--- src/rtl/demux_pkg.sv ---
// Shared types and defaults for the two-way slot router.
// Latency: n/a (package only).
// Backpressure: n/a (package only).
package demux_pkg;

    localparam int DEF_DATA_W = 32;
    localparam int DEF_CNT_W  = 8;

    // Occupancy of a one-entry holding slot.
    typedef enum logic {
        SLOT_EMPTY = 1'b0,
        SLOT_FULL  = 1'b1
    } slot_state_t;

endpackage

--- src/rtl/demux_slot.sv ---
// One-entry holding slot with a completed-transfer counter.
// Latency: a word loaded at edge N is presented (out_valid=1) right after edge N.
// Backpressure: holds its word while out_ready=0; the parent may only load when empty or draining.
//
// Ports:
//   clk, rst              clock, async active-high reset
//   load, load_data       write strobe and word from the router (already qualified by in_ready)
//   out_valid, out_ready  downstream handshake
//   out_data              held word, stable while full and not drained
//   cnt                   number of completed downstream transfers, wraps
module demux_slot
    import demux_pkg::*;
#(
    parameter int DATA_W = DEF_DATA_W,
    parameter int CNT_W  = DEF_CNT_W
) (
    input  logic              clk,
    input  logic              rst,
    input  logic              load,
    input  logic [DATA_W-1:0] load_data,
    input  logic              out_ready,
    output logic              out_valid,
    output logic [DATA_W-1:0] out_data,
    output logic [CNT_W-1:0]  cnt
);

    slot_state_t state, state_nxt;
    logic        drain;

    assign out_valid = (state == SLOT_FULL);
    assign drain     = out_valid & out_ready;

    always_ff @(posedge clk or posedge rst) begin
        if (rst) begin
            state <= SLOT_EMPTY;
        end else begin
            state <= state_nxt;
        end
    end

    always_comb begin
        state_nxt = state;
        case (state)
            SLOT_EMPTY: if (load)           state_nxt = SLOT_FULL;
            SLOT_FULL:  if (drain && !load) state_nxt = SLOT_EMPTY;
            default:                        state_nxt = SLOT_EMPTY;
        endcase
    end

    // The router only loads an empty or draining slot, so overwriting here
    // never destroys a word that has not been handed downstream.
    always_ff @(posedge clk or posedge rst) begin
        if (rst) begin
            out_data <= '0;
        end else if (load) begin
            out_data <= load_data;
        end
    end

    always_ff @(posedge clk or posedge rst) begin
        if (rst) begin
            cnt <= '0;
        end else if (drain) begin
            cnt <= cnt + 1'b1;
        end
    end

endmodule

--- src/rtl/demux_slot_router.sv ---
// Routes each upstream word to one of two one-entry output slots chosen by sel.
// Latency: one cycle from input acceptance to out*_valid.
// Backpressure: in_ready drops only when the selected slot is full and not draining; the other slot never blocks it.
//
// Ports:
//   clk, rst                          clock, async active-high reset
//   in_valid, in_ready, data_in, sel  upstream handshake, word and destination
//   out0_* / out1_*                   per-output valid/ready/data
//   cnt0 / cnt1                       completed transfers per output
module demux_slot_router
    import demux_pkg::*;
#(
    parameter int DATA_W = DEF_DATA_W,
    parameter int CNT_W  = DEF_CNT_W
) (
    input  logic              clk,
    input  logic              rst,
    input  logic              in_valid,
    output logic              in_ready,
    input  logic [DATA_W-1:0] data_in,
    input  logic              sel,
    output logic              out0_valid,
    input  logic              out0_ready,
    output logic [DATA_W-1:0] out0_data,
    output logic              out1_valid,
    input  logic              out1_ready,
    output logic [DATA_W-1:0] out1_data,
    output logic [CNT_W-1:0]  cnt0,
    output logic [CNT_W-1:0]  cnt1
);

    logic slot0_free;
    logic slot1_free;
    logic accept;
    logic load0;
    logic load1;

    // A slot can take a word when empty, or when its current word leaves
    // on this same edge. in_valid is deliberately not part of this term.
    assign slot0_free = ~out0_valid | out0_ready;
    assign slot1_free = ~out1_valid | out1_ready;
    assign in_ready   = sel ? slot1_free : slot0_free;

    assign accept = in_valid & in_ready;
    assign load0  = accept & ~sel;
    assign load1  = accept &  sel;

    demux_slot #(
        .DATA_W (DATA_W),
        .CNT_W  (CNT_W)
    ) u_slot0 (
        .clk       (clk),
        .rst       (rst),
        .load      (load0),
        .load_data (data_in),
        .out_ready (out0_ready),
        .out_valid (out0_valid),
        .out_data  (out0_data),
        .cnt       (cnt0)
    );

    demux_slot #(
        .DATA_W (DATA_W),
        .CNT_W  (CNT_W)
    ) u_slot1 (
        .clk       (clk),
        .rst       (rst),
        .load      (load1),
        .load_data (data_in),
        .out_ready (out1_ready),
        .out_valid (out1_valid),
        .out_data  (out1_data),
        .cnt       (cnt1)
    );

endmodule

--- config.mk ---
export PLATFORM = sky130hd
export DESIGN_NAME = demux_slot_router
export DESIGN_NICKNAME = d
export VERILOG_FILES = /design/src/rtl/demux_pkg.sv /design/src/rtl/demux_slot.sv /design/src/rtl/demux_slot_router.sv
export SDC_FILE = /design/constraint.sdc
export NUM_CORES = 1
export LEC_CHECK = 0
export CAP_MARGIN = 40
export CELL_PAD_IN_SITES_DETAIL_PLACEMENT = 1
export CELL_PAD_IN_SITES_GLOBAL_PLACEMENT = 1
export CORE_MARGIN = 4
export CORE_UTILIZATION = 35
export DETAILED_ROUTE_END_ITERATION = 8
export PLACE_DENSITY = 0.8
export SLEW_MARGIN = 20
export SYNTH_ARGS = -nofsm -noshare
export SYNTH_HDL_FRONTEND = slang
export SYNTH_SLANG_ARGS = --single-unit
export TNS_END_PERCENT = 20
--- constraint.sdc ---
create_clock -name clk -period 7.55 [get_ports clk]
set_input_delay 1.51 -clock clk [delete_from_list [all_inputs] [get_ports clk]]
set_output_delay 1.51 -clock clk [all_outputs]
set_load 0.02 [all_outputs]
Word level (Yosys, flattened, before mapping)
Cells that the tools add are included.
{"block": "word_totals", "in_bits": 38, "out_inout_bits": 83, "word_cells": 29, "ff_bits": 82}
{"block": "op_classes", "bitwise": 10, "n_mux": 7, "reduce_logical": 4, "add_sub_neg": 2}
{"cell": "$add A8 B1 Y8 const B", "n": 2}
{"cell": "$and A1 B1 Y1", "n": 5}
{"cell": "$mux W1", "n": 5}
{"cell": "$pmux W1 S2", "n": 2}
{"cell": "$not A1 Y1", "n": 3}
{"cell": "$logic_and A1 B1 Y1", "n": 2}
{"cell": "$logic_not A1 Y1", "n": 2}
{"cell": "$or A1 B1 Y1", "n": 2}

Longest topological paths before layout
Gate-level depths: netlist (run 1).
{"block": "logic_depth", "word_depth": 9, "depth_mapped": 5, "depth_no_buf": 3}

Cells and area by module
A second synthesis (run 1) with hierarchy kept.
{"block": "hier_totals", "hier_cells": 207, "area_unflattened_um2": 3463.3}
{"module": "demux_slot", "instances": 2, "area_per_inst_um2": 1709.1, "cells_each": 100, "seq_area_each_um2": 1026.0}
{"module": "demux_slot_router", "instances": 1, "area_per_inst_um2": 45.0, "cells_each": 7, "seq_area_each_um2": 0.0}

Worst setup path after synthesis (run 1)
Ideal clock, no wire load.
{"block": "synth_path", "path_type": "in2out", "from": "input out0_ready", "to": "output in_ready", "n_path_buf": 0, "path_slack_ps": 4072, "arrival_ps": 1968, "required_time_ps": 6040, "path_stages": 2, "cell_sequence": "nand2b_4 mux2_2"}
{"block": "synth_via", "elab_chain_len": 2}
{"item": "from (decl)", "line": "demux_slot_router.sv:23", "rtl": "input logic out0_ready,"}
{"item": "$or A1 B1 Y1", "line": "demux_slot_router.sv:40", "rtl": "assign slot0_free = ~out0_valid | out0_ready;"}
{"item": "$mux W1", "line": "demux_slot_router.sv:42", "rtl": "assign in_ready = sel ? slot1_free : slot0_free;"}
{"item": "to (decl)", "line": "demux_slot_router.sv:19", "rtl": "output logic in_ready,"}
No other way between the ends.

Final worst setup path (run 1)
Ends and elaborated chain as after synthesis.

==> flow_summary.ini, run 1 <==
[worst_setup_path]
reg2reg_depth = 4
crit_fanout = 5
reg2reg_setup_slack_ns = 5.78
end_kind = primary output
start_kind = input port
r2r_start = u_slot1.out_valid
cp.required_ns = 6.04
cp.arrival_ns = 2.97
critical_path_class = in -> out
worst_r2r_endpoint = u_slot1.out_data[14]

[placed_design]
place_inst = 447
gp_congestion = 0.752
placement.io_buffers = 120
hpwl_mm = 5.95
dpl_worst_slack_ns = 3.06

[floorplanning]
coreArea_mm2 = 0.00928
num_rows = 35
die_h_um = 106
io_pins = 121
start_util = 0.361
die_area_mm2 = 0.0112
fp.dieW_um = 106

[detailed_routing]
vias = 2101
routed_wl_mm = 8.06
drc = 0
wire_per_inst_um = 17.4
drt_iter0_drc = 36
avgViaCountPerCell = 4.54
ant_nets = 0
firstDrtPassIters = 3

[power_and_ir_drop]
switchingPower_uw = 450
combPwrFrac = 0.340
leakagePower_uw = 0.00216
vdd_ir_drop_max_mv = 0.112
swShare = 0.312
internal-power_uw = 994
clkPwrFrac = 0.244
seqPwrFrac = 0.416
power_density_mw_per_mm2 = 294

[min_path]
hold_depth = 1
min_path_type = reg -> reg
min_to = u_slot0.cnt[7]
hold_path.startpoint = u_slot0.cnt[7]

[yosys]
ys_warn_count = 0
synth_flop_cell = dfrtp_1
synth.area.top_cells = dfrtp_1 (61%), mux2_4 (14%), mux2_2 (12%)
ys_async_sr_fraction = 1.00
ys_seq_elements = 82
yosys.area.top_type = dfrtp_1
synthTopCellsByCount = dfrtp_1 (82), mux2_2 (35), mux2_4 (32)
syn_inst = 203
synth.distinct_cells = 19
synth_edf_count = 0
synth_most_common_cell = dfrtp_1
synth_nets = 243
synth_seq_area_share = 0.612
synth_top_area_frac = 0.612
avgSynthCellArea_um2 = 16.5
synth_area_mm2 = 0.00335

[cells_and_area]
fin_nets = 369
final_cells = 463
insertedDiodeCount = 0
syn_to_final_growth_pct = 46.4
layout-drive-gt1-share = 0.266

[cts]
cts_max_level = 3
cts_hold_buf = 0
clock_sinks = 82
clkTransAtPathRegs_ns = 0.09
cts_setup_buffers = 0
clockBufferDepth = 2
insertion_delay_ns = 0.34
cts-resized-gates = 0
root_buffer = clkbuf_8
cts_tree = yes
cts_inserted_buffers = 9

[sta]
setup_ws_ns = 3.07
fin_worst_skew_ns = 0.0115
rsz0062_at_grt = no
fin_crit_sh = 0.594
finalSetupTns_ns = 0
setup_viol = 0
worst_slew_pin_slew_ns = 0.698
fmax_ghz = 0.223
slew-limit-headroom = 0.534
min_period_ns = 4.48
drv_slew = 0
hold_viol = 0

[grt]
grt_use_total = 0.152
grt_max_degree = 44
grt_pass1_vias = 2424
overflow = 0
grt_pass1_wl_mm = 13.3
antenna_found_initial = 0

[run]
maxCapViolCount = 0

[status]
status = completed
stage by stage:
stage	cell area (um^2)	hold WS, ns	utilization	power [uW]
5_1_grt	4910	0.497	0.528	1520
3_5_place_dp	4690	0.465	0.505	1110
3_3_place_gp	4640	0.461	0.500	1090
2_1_floorplan	3350	0.578	-	851
6_report	4910	0.477	0.528	1440
4_1_cts	4910	0.477	0.528	1470
cell type report:
| class | instances | area, um^2 |
|---|---|---|
| Fill cell | 933 | 4380 |
| Sequential cell | 82 | 2050 |
| Timing Repair Buffer | 123 | 1260 |
| Multi-Input combinational cell | 112 | 1210 |
| Tap cell | 129 | 161 |
| Clock buffer | 12 | 145 |
| Clock inverter | 4 | 75.1 |
| Inverter | 1 | 5.00 |
state kept, by name, indices dropped and copies added, names as in the netlist:
register           cells
u_slot1.cnt            8
u_slot0.out_valid      1
u_slot0.cnt            8
u_slot1.out_data      32
u_slot1.out_valid      1
u_slot0.out_data      32
layout by cell type, fill, tap and decap left out, types with 3 or more instances in the layout:
cell type	netlist	layout
xor2_1	5	5
clkdlybuf4s50_1	0	120
and3_1	5	5
dfrtp_1	82	82
xnor2_1	9	9
nand3_1	3	3
mux2_4	32	32
mux2_2	35	35
nand2_1	8	8
nand4_1	5	5
clkbuf_8	0	10
metal layers:
| layer | vias to the layer above | global-route usage | part of all wire |
|---|---|---|---|
| met1 | 1059 | 0.183 | 0.41 |
| li1 | 959 | - | - |
| met2 | 74 | 0.258 | 0.51 |
| met4 | 0 | 0.0444 | 0.0083 |
| met5 | - | 0 | 0 |
| met3 | 9 | 0.0514 | 0.069 |
how the worst max path moves through the flow:
stage                           from             end  slack (ns)  cells past startpoint
after floorplan                  rst  u_slot0.cnt[0]        3.93                      1
after global routing      out0_ready        in_ready        3.01                      4
final                     out0_ready        in_ready        3.07                      4
after global placement    out0_ready        in_ready        3.08                      4
after detailed placement  out0_ready        in_ready        3.06                      4
after CTS                 out0_ready        in_ready        3.05                      4
logic make-up (layout without fill, tap and decap cells):
group,count (synthesis),count (layout),share of synthesized area
adder cells (fa/ha/maj),2,2,0.00747
multiplexers,67,67,0.261
AND/OR/NAND/NOR,29,29,0.0564
XOR/XNOR,14,14,0.0366
buffers and inverters,9,140,0.0261
flip-flops,82,82,0.612
power by group through the flow:
stage	combinational, uW	clock [uW]	sequential (uW)
after floorplan	141	0	710
after global placement	484	0	602
after detailed placement	499	0	609
after CTS	501	363	603
after global routing	519	384	617
final	490	353	600
worst max-delay path, cell delays in order:
cell and delay, ns:
clkdlybuf4s50_1 0.47, nand2b_4 0.19, mux2_2 0.26, clkdlybuf4s50_1 0.54
Note: power is estimated with default switching activity, not from simulation.
==> inputs of run 2 (changes only) <==
clock period = 4.5 ns   (was 7.55 ns; I/O delays follow)
==> run 2 against run 1 <==
Effect of this change:
- via count increased by 1.7%
- combinational power increased by 68%
- clock skew decreased by 0.00085 ns
- sequential share of layout area increased by 0.49 points
- setup slack got worse by 1.8 ns
- first-iteration DRC count decreased by 14%
- clock power increased by 29%
- total power increased by 58%
- cell area decreased by 1.1%
==> flow_summary.ini, run 2 (synthesized netlist as in run 1, its figures left out) <==
[cells_and_area]
syn_to_final_growth_pct = 44.7
multi_input_area_mm2 = 0.00121
final_cell_mix = clkdlybuf4s50_1 (120), dfrtp_1 (82), mux2_2 (35)
post-route-util = 0.522
seqCellArea_mm2 = 0.00205
fin_nets = 369
top_regs = u_slot0.out_data (32), u_slot1.out_data (32)
layout-drive-gt1-share = 0.263
final_common_cell = clkdlybuf4s50_1
fillerInstances = 947
insertedDiodeCount = 0

[worst_setup_path]
cp.required_ns = 3.60
crit_fanout = 5
start_kind = input port
critical_path_class = in -> out
cp.arrival_ns = 2.38
end_kind = primary output

[floorplanning]
die_area_mm2 = 0.0112
start_util = 0.361
fp.dieW_um = 106
die_h_um = 106
coreArea_mm2 = 0.00928
io_pins = 121
num_rows = 35

[sta]
hold_viol = 0
drv_slew = 0
slew-limit-headroom = 0.510
worst_slew_pin_slew_ns = 0.735
finalSetupTns_ns = 0
fin_worst_skew_ns = 0.0106
min_period_ns = 3.28
fmax_ghz = 0.305
fin_crit_sh = 0.729
rsz0062_at_grt = no
setup_viol = 0

[grt]
antenna_found_initial = 0
grt_max_degree = 38
grt_pass1_vias = 2410
grt_use_total = 0.147
grt_pass1_wl_mm = 12.9
overflow = 0

[cts]
clockBufferDepth = 2
root_buffer = clkbuf_8
cts_setup_buffers = 0
clock_sinks = 82
cts_max_level = 3
cts_hold_buf = 0
cts-resized-gates = 0
insertion_delay_ns = 0.34
cts_inserted_buffers = 9
clkTransAtPathRegs_ns = 0.08
cts_tree = yes

[detailed_routing]
routed_wl_mm = 7.92
wire_per_inst_um = 17.1
ant_nets = 0
drt_iter0_drc = 31
avgViaCountPerCell = 4.61
firstDrtPassIters = 4
drc = 0
vias = 2136

[power_and_ir_drop]
leakagePower_uw = 0.00214
internal-power_uw = 1540
seqPwrFrac = 0.441
switchingPower_uw = 745
clkPwrFrac = 0.199
vdd_ir_drop_max_mv = 0.172
combPwrFrac = 0.360
power_density_mw_per_mm2 = 471
swShare = 0.326

[placed_design]
placement.io_buffers = 120
gp_congestion = 0.756
hpwl_mm = 5.83

[run]
maxCapViolCount = 0

[status]
status = completed

[min_path]
min_path_type = reg -> reg
[run 2: final cells by class]
class                      instances  share of cell area
inverter                           1             0.00103
clock inverter                     4             0.00593
tap                              129              0.0333
multi-input combinational        112               0.250
sequential                        82               0.423
timing repair buffer             123               0.259
clock buffer                      12              0.0279
[run 2: power groups by stage]
stage                     sequential, uW  combinational, uW  clock, uW
after floorplan                     1190                236          0
after global placement              1010                812          0
after detailed placement            1020                837          0
after CTS                           1010                839        484
after global routing                1030                873        517
final                               1010                822        456
[run 2: per-layer routing]
metal,track usage,up-vias,part of all wire
li1,-,960,-
met4,0.0472,0,0.010
met1,0.179,1094,0.41
met2,0.248,73,0.52
met3,0.0472,9,0.067
met5,0,-,0
[run 2: critical path: stages]
cell	delay [ns]
clkdlybuf4s50_1	0.48
nand2b_4	0.20
mux2_2	0.26
clkdlybuf4s50_1	0.54
[run 2: path summary, 6_finish.rpt]
path	from	slack, ns	cells after the start	end
setup / recovery	out0_ready	1.22	4	in_ready
hold / removal	u_slot0.cnt[7]	0.47	1	u_slot0.cnt[7]
hold reg to reg	u_slot0.cnt[7]	0.47	1	u_slot0.cnt[7]
max in group asynchronous	rst	2.71	4	u_slot1.cnt[6]
setup reg to reg	u_slot0.out_valid	2.70	3	u_slot0.out_data[21]
min in group asynchronous	rst	0.89	2	u_slot1.out_data[8]
[run 2: through the flow]
stage	setup slack [ns]	power, uW	hold WS (ns)	instance area, um^2	cells
finish	1.22	2280	0.472	4850	463
global route	1.14	2420	0.482	4850	463
CTS	1.21	2330	0.478	4850	463
global placement	1.25	1820	0.462	4640	445
detailed placement	1.21	1860	0.466	4690	447
floorplan	1.49	1430	0.578	3350	203
==> inputs of run 3 (changes only) <==
clock period = 3.2 ns   (was 4.5 ns; I/O delays follow)
==> run 3 against run 2 <==
Effect of this change:
- via count decreased by 0.80%
- sequential power rose by 41%
- first-iteration DRC count decreased by 16%
- core utilization grew 0.22 points
- largest cell class unchanged
==> flow_summary.ini, run 3 (synthesized netlist as in run 1, its figures left out) <==
[cells_and_area]
top_regs = u_slot0.out_data (32), u_slot1.out_data (32)
multi_input_area_mm2 = 0.00121
syn_to_final_growth_pct = 45.3
fillerInstances = 928
final_cell_mix = clkdlybuf4s50_1 (120), dfrtp_1 (82), mux2_2 (35)
final_common_cell = clkdlybuf4s50_1
layout-drive-gt1-share = 0.269
seqCellArea_mm2 = 0.00205
insertedDiodeCount = 0
post-route-util = 0.525
fin_nets = 370

[grt]
overflow = 0
grt_pass1_vias = 2377
grt_pass1_wl_mm = 12.9
antenna_found_initial = 0
grt_max_degree = 44
grt_use_total = 0.146

[worst_setup_path]
start_kind = input port
crit_fanout = 5
critical_path_class = in -> out
end_kind = primary output
cp.required_ns = 2.56
cp.arrival_ns = 2.11

[cts]
cts_setup_buffers = 0
cts_max_level = 3
insertion_delay_ns = 0.34
clockBufferDepth = 2
root_buffer = clkbuf_8
cts_inserted_buffers = 9
cts_tree = yes
cts_hold_buf = 0
clkTransAtPathRegs_ns = 0.08
clock_sinks = 82
cts-resized-gates = 0

[sta]
fmax_ghz = 0.364
setup_ws_ns = 0.451
hold_viol = 0
finalSetupTns_ns = 0
slew-limit-headroom = 0.526
fin_worst_skew_ns = 0.0109
min_period_ns = 2.75
setup_viol = 0
drv_slew = 0
worst_slew_pin_slew_ns = 0.711
rsz0062_at_grt = no
fin_crit_sh = 0.859

[floorplanning]
die_h_um = 106
coreArea_mm2 = 0.00928
io_pins = 121
start_util = 0.361
die_area_mm2 = 0.0112
fp.dieW_um = 106
num_rows = 35

[detailed_routing]
firstDrtPassIters = 4
avgViaCountPerCell = 4.58
ant_nets = 0
routed_wl_mm = 7.87
drc = 0
wire_per_inst_um = 17.0
vias = 2119
drt_iter0_drc = 26

[status]
status = completed

[placed_design]
gp_congestion = 0.760
hpwl_mm = 5.82
placement.io_buffers = 120
dpl_worst_slack_ns = 0.450

[power_and_ir_drop]
leakagePower_uw = 0.00216
vdd_ir_drop_max_mv = 0.250
power_density_mw_per_mm2 = 676

[min_path]
min_path_type = reg -> reg

[run]
maxCapViolCount = 0
[run 3: changes by cell type in the layout (fill, tap and decap cells not counted), sizes merged]
cell	before	now
bufinv	0	1
clkinv	3	4
buf	3	4
clkbuf	12	10
clkinvlp	2	1
[run 3: worst max-delay path, cell delays in order]
cell and delay (ns):
clkdlybuf4s50_1 0.47, nand2b_4 0.19, mux2_2 0.27, clkdlybuf4s50_1 0.54
[run 3: per-layer routing]
layer  vias up  part of all wire  GRT usage
met2        77              0.52      0.252
met3        10             0.074     0.0478
li1        954                 -          -
met1      1078              0.40      0.172
met4         0            0.0091     0.0472
met5         -                 0          0
[run 3: path summary, 6_finish.rpt]
check                                   from                    to  slack, ns  cells after the start
max                               out0_ready              in_ready       0.45                      4
min                           u_slot0.cnt[7]        u_slot0.cnt[7]       0.47                      1
max reg2reg                u_slot0.out_valid  u_slot0.out_data[21]       1.42                      3
min reg2reg                   u_slot0.cnt[7]        u_slot0.cnt[7]       0.47                      1
max in group asynchronous                rst  u_slot0.out_data[26]       1.95                      4
min in group asynchronous                rst   u_slot1.out_data[9]       0.54                      2
[run 3: cell type report]
| cell class | count | area share |
|---|---|---|
| multi-input cells | 112 | 0.249 |
| flip-flops and latches | 82 | 0.421 |
| clock buffers | 10 | 0.0262 |
| clock inverters | 5 | 0.0116 |
| well taps | 129 | 0.0331 |
| repair buffers | 124 | 0.258 |
| inverters | 1 | 0.00103 |
[run 3: power by group]
group          leakage [uW]  internal, uW  switching (uW)
logic               0.00108           634             520
registers          0.000983          1250             170
clock network     0.0000921           356             362
total               0.00216          2240            1050
[run 3: per-stage QoR]
step	total power [uW]	instances	hold WS (ns)	cell area (um^2)
floorplan	2010	203	0.578	3350
global placement	2570	447	0.461	4670
detailed placement	2610	447	0.469	4670
CTS	3340	462	0.481	4850
global route	3460	463	0.487	4870
finish	3290	463	0.471	4870
